### src/rtl/mac_tile_dbuf.sv
// Systolic-array processing element: weight-stationary or output-stationary MAC with a
// double-buffered kernel register and a south-bound accumulator drain chain.
module mac_tile_dbuf #(
    parameter int bw         = 4,
    parameter int psum_bw    = 16,
    parameter bit act_signed = 1'b0
) (
    input  logic               clk,
    input  logic               reset,
    input  logic               mode,
    input  logic [bw-1:0]      in_w,
    input  logic [3:0]         inst_w,
    output logic [bw-1:0]      out_e,
    output logic [3:0]         inst_e,
    input  logic [psum_bw-1:0] in_n,
    input  logic               in_n_valid,
    output logic [psum_bw-1:0] out_s,
    output logic               out_s_valid,
    output logic               err
);

    logic [bw-1:0]      bank0, bank1;
    logic               active;
    logic               load_ready;
    logic               mode_q;
    logic [psum_bw-1:0] acc;

    logic [bw-1:0]      w_active;
    logic [psum_bw-1:0] prod_ws, prod_os, weight_fwd;
    logic               mode_change;

    function automatic logic [psum_bw-1:0] prod(input logic [bw-1:0] a, input logic [bw-1:0] w);
        logic signed [psum_bw-1:0] ae, we;
        ae = {{(psum_bw-bw){act_signed & a[bw-1]}}, a};
        we = {{(psum_bw-bw){w[bw-1]}}, w};
        return ae * we;
    endfunction

    always_comb begin
        w_active    = active ? bank1 : bank0;
        prod_ws     = prod(in_w, w_active);
        prod_os     = prod(in_w, in_n[bw-1:0]);
        weight_fwd  = {{(psum_bw-bw){1'b0}}, in_n[bw-1:0]};
        mode_change = (mode != mode_q);
    end

    // Load handshake: inst_w[0] is the load valid, load_ready the accept. A token is consumed
    // only when both are high; an unaccepted token travels east to the next tile in the row.
    always_ff @(posedge clk or posedge reset) begin
        if (reset) begin
            out_e       <= '0;
            inst_e      <= '0;
            out_s       <= '0;
            out_s_valid <= 1'b0;
            err         <= 1'b0;
            bank0       <= '0;
            bank1       <= '0;
            active      <= 1'b0;
            load_ready  <= 1'b1;
            mode_q      <= 1'b0;
            acc         <= '0;
        end else begin
            if (inst_w[0] || inst_w[1]) out_e <= in_w;
            inst_e <= {inst_w[3:1], inst_w[0] & ~load_ready};

            // The load targets the pre-swap shadow bank, so load+swap makes it active at once.
            if (inst_w[0] && load_ready) begin
                if (active) bank0 <= in_w;
                else        bank1 <= in_w;
            end
            if (inst_w[2]) begin
                active     <= ~active;
                load_ready <= 1'b1;
            end else if (inst_w[0]) begin
                load_ready <= 1'b0;
            end

            mode_q <= mode;
            if (!mode) begin
                if (inst_w[1]) out_s <= in_n + prod_ws;
                out_s_valid <= 1'b0;
            end else if (inst_w[3]) begin
                out_s       <= acc + (inst_w[1] ? prod_os : '0);
                out_s_valid <= 1'b1;
                acc         <= '0;
                if (in_n_valid) err <= 1'b1;
            end else if (in_n_valid) begin
                out_s       <= in_n;
                out_s_valid <= 1'b1;
            end else begin
                out_s       <= weight_fwd;
                out_s_valid <= 1'b0;
                if (inst_w[1]) acc <= acc + prod_os;
            end

            // A mode switch discards the stationary sum and any pending drain beat.
            if (mode_change) begin
                acc         <= '0;
                out_s_valid <= 1'b0;
            end
        end
    end

endmodule
### config.mk
export PLATFORM = sky130hd
export DESIGN_NAME = mac_tile_dbuf
export DESIGN_NICKNAME = d
export VERILOG_FILES = /design/src/rtl/mac_tile_dbuf.sv
export SDC_FILE = /design/constraint.sdc
export NUM_CORES = 1
export LEC_CHECK = 0
export CAP_MARGIN = 25
export CORE_MARGIN = 2
export CORE_UTILIZATION = 30
export CTS_CLUSTER_DIAMETER = 100
export DETAILED_ROUTE_END_ITERATION = 10
export PLACE_DENSITY = 0.51
export SETUP_SLACK_MARGIN = 0.3
export SYNTH_ARGS = -nofsm -noshare
export SYNTH_HDL_FRONTEND = slang
export SYNTH_SLANG_ARGS = --single-unit
export TNS_END_PERCENT = 20
### constraint.sdc
create_clock -name clk -period 12.02 [get_ports clk]
set_input_delay 2.404 -clock clk [delete_from_list [all_inputs] [get_ports clk]]
set_output_delay 2.404 -clock clk [all_outputs]
set_load 0.02 [all_outputs]
==> results_dict.tcl <==
set metrics [dict create \
    port_buffers 53 \
    maxSlewHeadroom 0.402 \
    ir_drop_uv 186 \
    ys_seq_area_frac 0.250 \
    start_kind "input port" \
    clockBufferDepth 2 \
    start_util 0.307 \
    viasPerCell 5.05 \
    rsz0062_at_grt "false" \
    min_period_over_period 0.655 \
    path_clk_slew_ns 0.08 \
    netlist_instances 602 \
    grt_pass1_wl_mm 22.1 \
    grt_max_degree 54 \
    ys.flop_type "dfrtp_1" \
    antenna_found_initial 0 \
    core_mm2 0.0173 \
    p_leak_uw 0.00291 \
    synth_edf_count 0 \
    drive_gt1_frac 0.0572 \
    ys_seq_elements 53 \
    min_path_type "flop to flop" \
    power_density_mw_per_mm2 273 \
    worst_pin_slew_ns 0.895 \
    dieArea_mm2 0.0188 \
    synthArstFlopShare 1.00 \
    cts_buffers 5 \
    placed_cells 864 \
    max_cap_viol_count 0 \
    syn_area_per_cell_um2 8.82 \
    num_rows 48 \
    synth_area_mm2 0.00531 \
    worstPathMaxFanout 12 \
    cts.sink_count 53 \
    grt.total_usage 0.147 \
    rr_startpoint "active" \
    clkLatencyLatePin_ns 0.30 \
    fin_ws_ns 4.15 \
    dp_slack_ns 3.83 \
    root_buffer "clkbuf_16" \
    die_h_um 137 \
    post-cts-setup-buffers 0 \
    drt_iter0_markers 182 \
    dp_hpwl_mm 10.3 \
    vias 4404 \
    htreeDepth 2 \
    finalHoldViolCount 0 \
    status "finished clean" \
    wl_per_cell_um 15.3 \
    gp_congestion 0.848 \
    setup_viol 0 \
    drc 0 \
    ant_nets 0 \
    area_growth_pct 17.4 \
    fin_skew_ns 0.00657 \
    ys_warn_count 0 \
    cp_data_required_time_ns 12.21 \
    num_io_pins 54 \
    holdPathStages 1 \
    r2r_slack_ns 6.07 \
    antenna-diode-count 0 \
    arrival_ns 8.06 \
    worstSetupPathType "input port to flop" \
    synth_cell_types 63 \
    stdcell_count 872 \
    cts-resized-gates 0 \
    maxSlewViolCount 0 \
    reg2reg_depth 21 \
    fmax_mhz 127 \
    die_w_um 137 \
    tns_ns 0 \
    wirelength_mm 13.3 \
    whs_endpoint "err" \
    overflow 0 \
    min_from "err" \
    fin_crit_ns 7.87 \
    hold_buffers 0 \
    drt_first_pass_iters 5 \
    cts_tree "yes" \
    grt_pass1_vias 4395 \
    cp-end-kind "flop" \
    nets 760 \
    r2r-end "out_s[15]" \
    syn_nets 716 \
]
==> how the worst max path moves through the flow <==
stage / from / end / slack [ns] / cells after the start
CTS: in_w[0] / out_s[14] / 4.14 / 20
global placement: in_w[0] / out_s[15] / 3.97 / 21
detailed placement: in_w[0] / out_s[14] / 3.83 / 20
finish: in_w[0] / out_s[15] / 4.15 / 21
floorplan: in_w[0] / out_s[14] / 4.76 / 20
global route: in_w[0] / out_s[15] / 3.77 / 21
==> flip-flops by register name, indices dropped and copies added, names as in the netlist, 4 cells and up <==
register  cells
acc          16
out_s        16
bank0         4
bank1         4
inst_e        4
out_e         4
==> critical path: stages <==
cell and delay (ns):
clkdlybuf4s50_1 0.60, or2_2 0.40, fa_1 0.52, fa_1 0.52
fa_1 0.55, inv_1 0.04, ha_1 0.21, a21o_1 0.19
a21oi_1 0.21, o21bai_1 0.09, a21oi_1 0.19, xnor2_1 0.40
ha_1 0.40, o21ai_0 0.09, a21oi_1 0.07, nand3_1 0.09
a31oi_1 0.06, nor3_1 0.37, o31ai_1 0.17, o41a_1 0.39
o211a_1 0.11
==> final cells by class <==
type                            instances  area (um2)
Sequential cell                        53        1330
Clock inverter                          2        38.8
Clock buffer                            6         129
Tap cell                              225         282
Multi-Input combinational cell        479        3710
Fill cell                            1761       11100
Inverter                               49         184
Timing Repair Buffer                   58         568
==> Yosys cell counts, types with 13 or more instances <==
master,number,area share
nor3_1,16,0.015
and2_1,19,0.022
mux2_2,14,0.030
xor2_1,15,0.025
dfrtp_1,52,0.25
xnor2_1,30,0.049
o21ai_0,25,0.024
a21oi_1,45,0.042
nand2_1,44,0.031
fa_1,13,0.049
mux2i_1,17,0.032
ha_1,73,0.17
clkbuf_1,16,0.011
inv_1,48,0.034
nor2_1,33,0.023
==> metal layers <==
metal  global-route usage  vias to the layer above  part of all wire  wire (um)
met1                0.196                     2121              0.47       6260
li1                     -                     2207                 -          -
met4               0.0435                        0             0.016        212
met3               0.0148                       13             0.022        289
met5                    0                        -                 0          0
met2                0.252                       63              0.49       6530
==> kinds of logic after synthesis <==
group	count (synthesis)	synth area share
XOR/XNOR	45	0.0742
buffers and inverters	70	0.0518
adder cells (fa/ha/maj)	86	0.221
flip-flops	53	0.250
AO/OA/AOI/OAI	144	0.177
AND/OR/NAND/NOR	173	0.165
multiplexers	31	0.0617
==> cells in the final DEF, fill, tap and decap left out, types with 4 or more instances in the layout <==
cell             count
ha_1                73
clkdlybuf4s50_1     53
dfrtp_1             52
inv_1               47
a21oi_1             45
nand2_1             44
nor2_1              33
xnor2_1             30
o21ai_0             25
and2_1              19
mux2i_1             17
nor3_1              16
xor2_1              15
mux2_2              14
fa_1                13
nor2b_1             12
a21o_1              11
nand3_1              9
or3_1                8
nand2b_1             8
o21a_1               8
o21ai_1              7
a211oi_1             7
o21bai_1             6
a221oi_1             6
a22oi_1              5
clkbuf_16            5
buf_4                5
o31ai_1              4
and3_1               4
==> report_power, final <==
part	leakage [uW]	internal, uW	switching, uW	total, uW
logic	0.00218	579	672	1250
registers	0.000650	232	43.9	276
clock network	0.0000810	99.2	74.5	174
total	0.00291	911	790	1700
==> per-stage QoR <==
step | hold WS [ns] | utilization | area (um2) | power, uW
final | 0.475 | 0.360 | 6230 | 1700
after floorplan | 0.474 | - | 5310 | 1240
after detailed placement | 0.461 | 0.351 | 6070 | 1530
after global routing | 0.485 | 0.360 | 6230 | 1880
after global placement | 0.452 | 0.351 | 6070 | 1510
after CTS | 0.480 | 0.360 | 6230 | 1710
No activity file was read; power rests on OpenSTA's default activity.
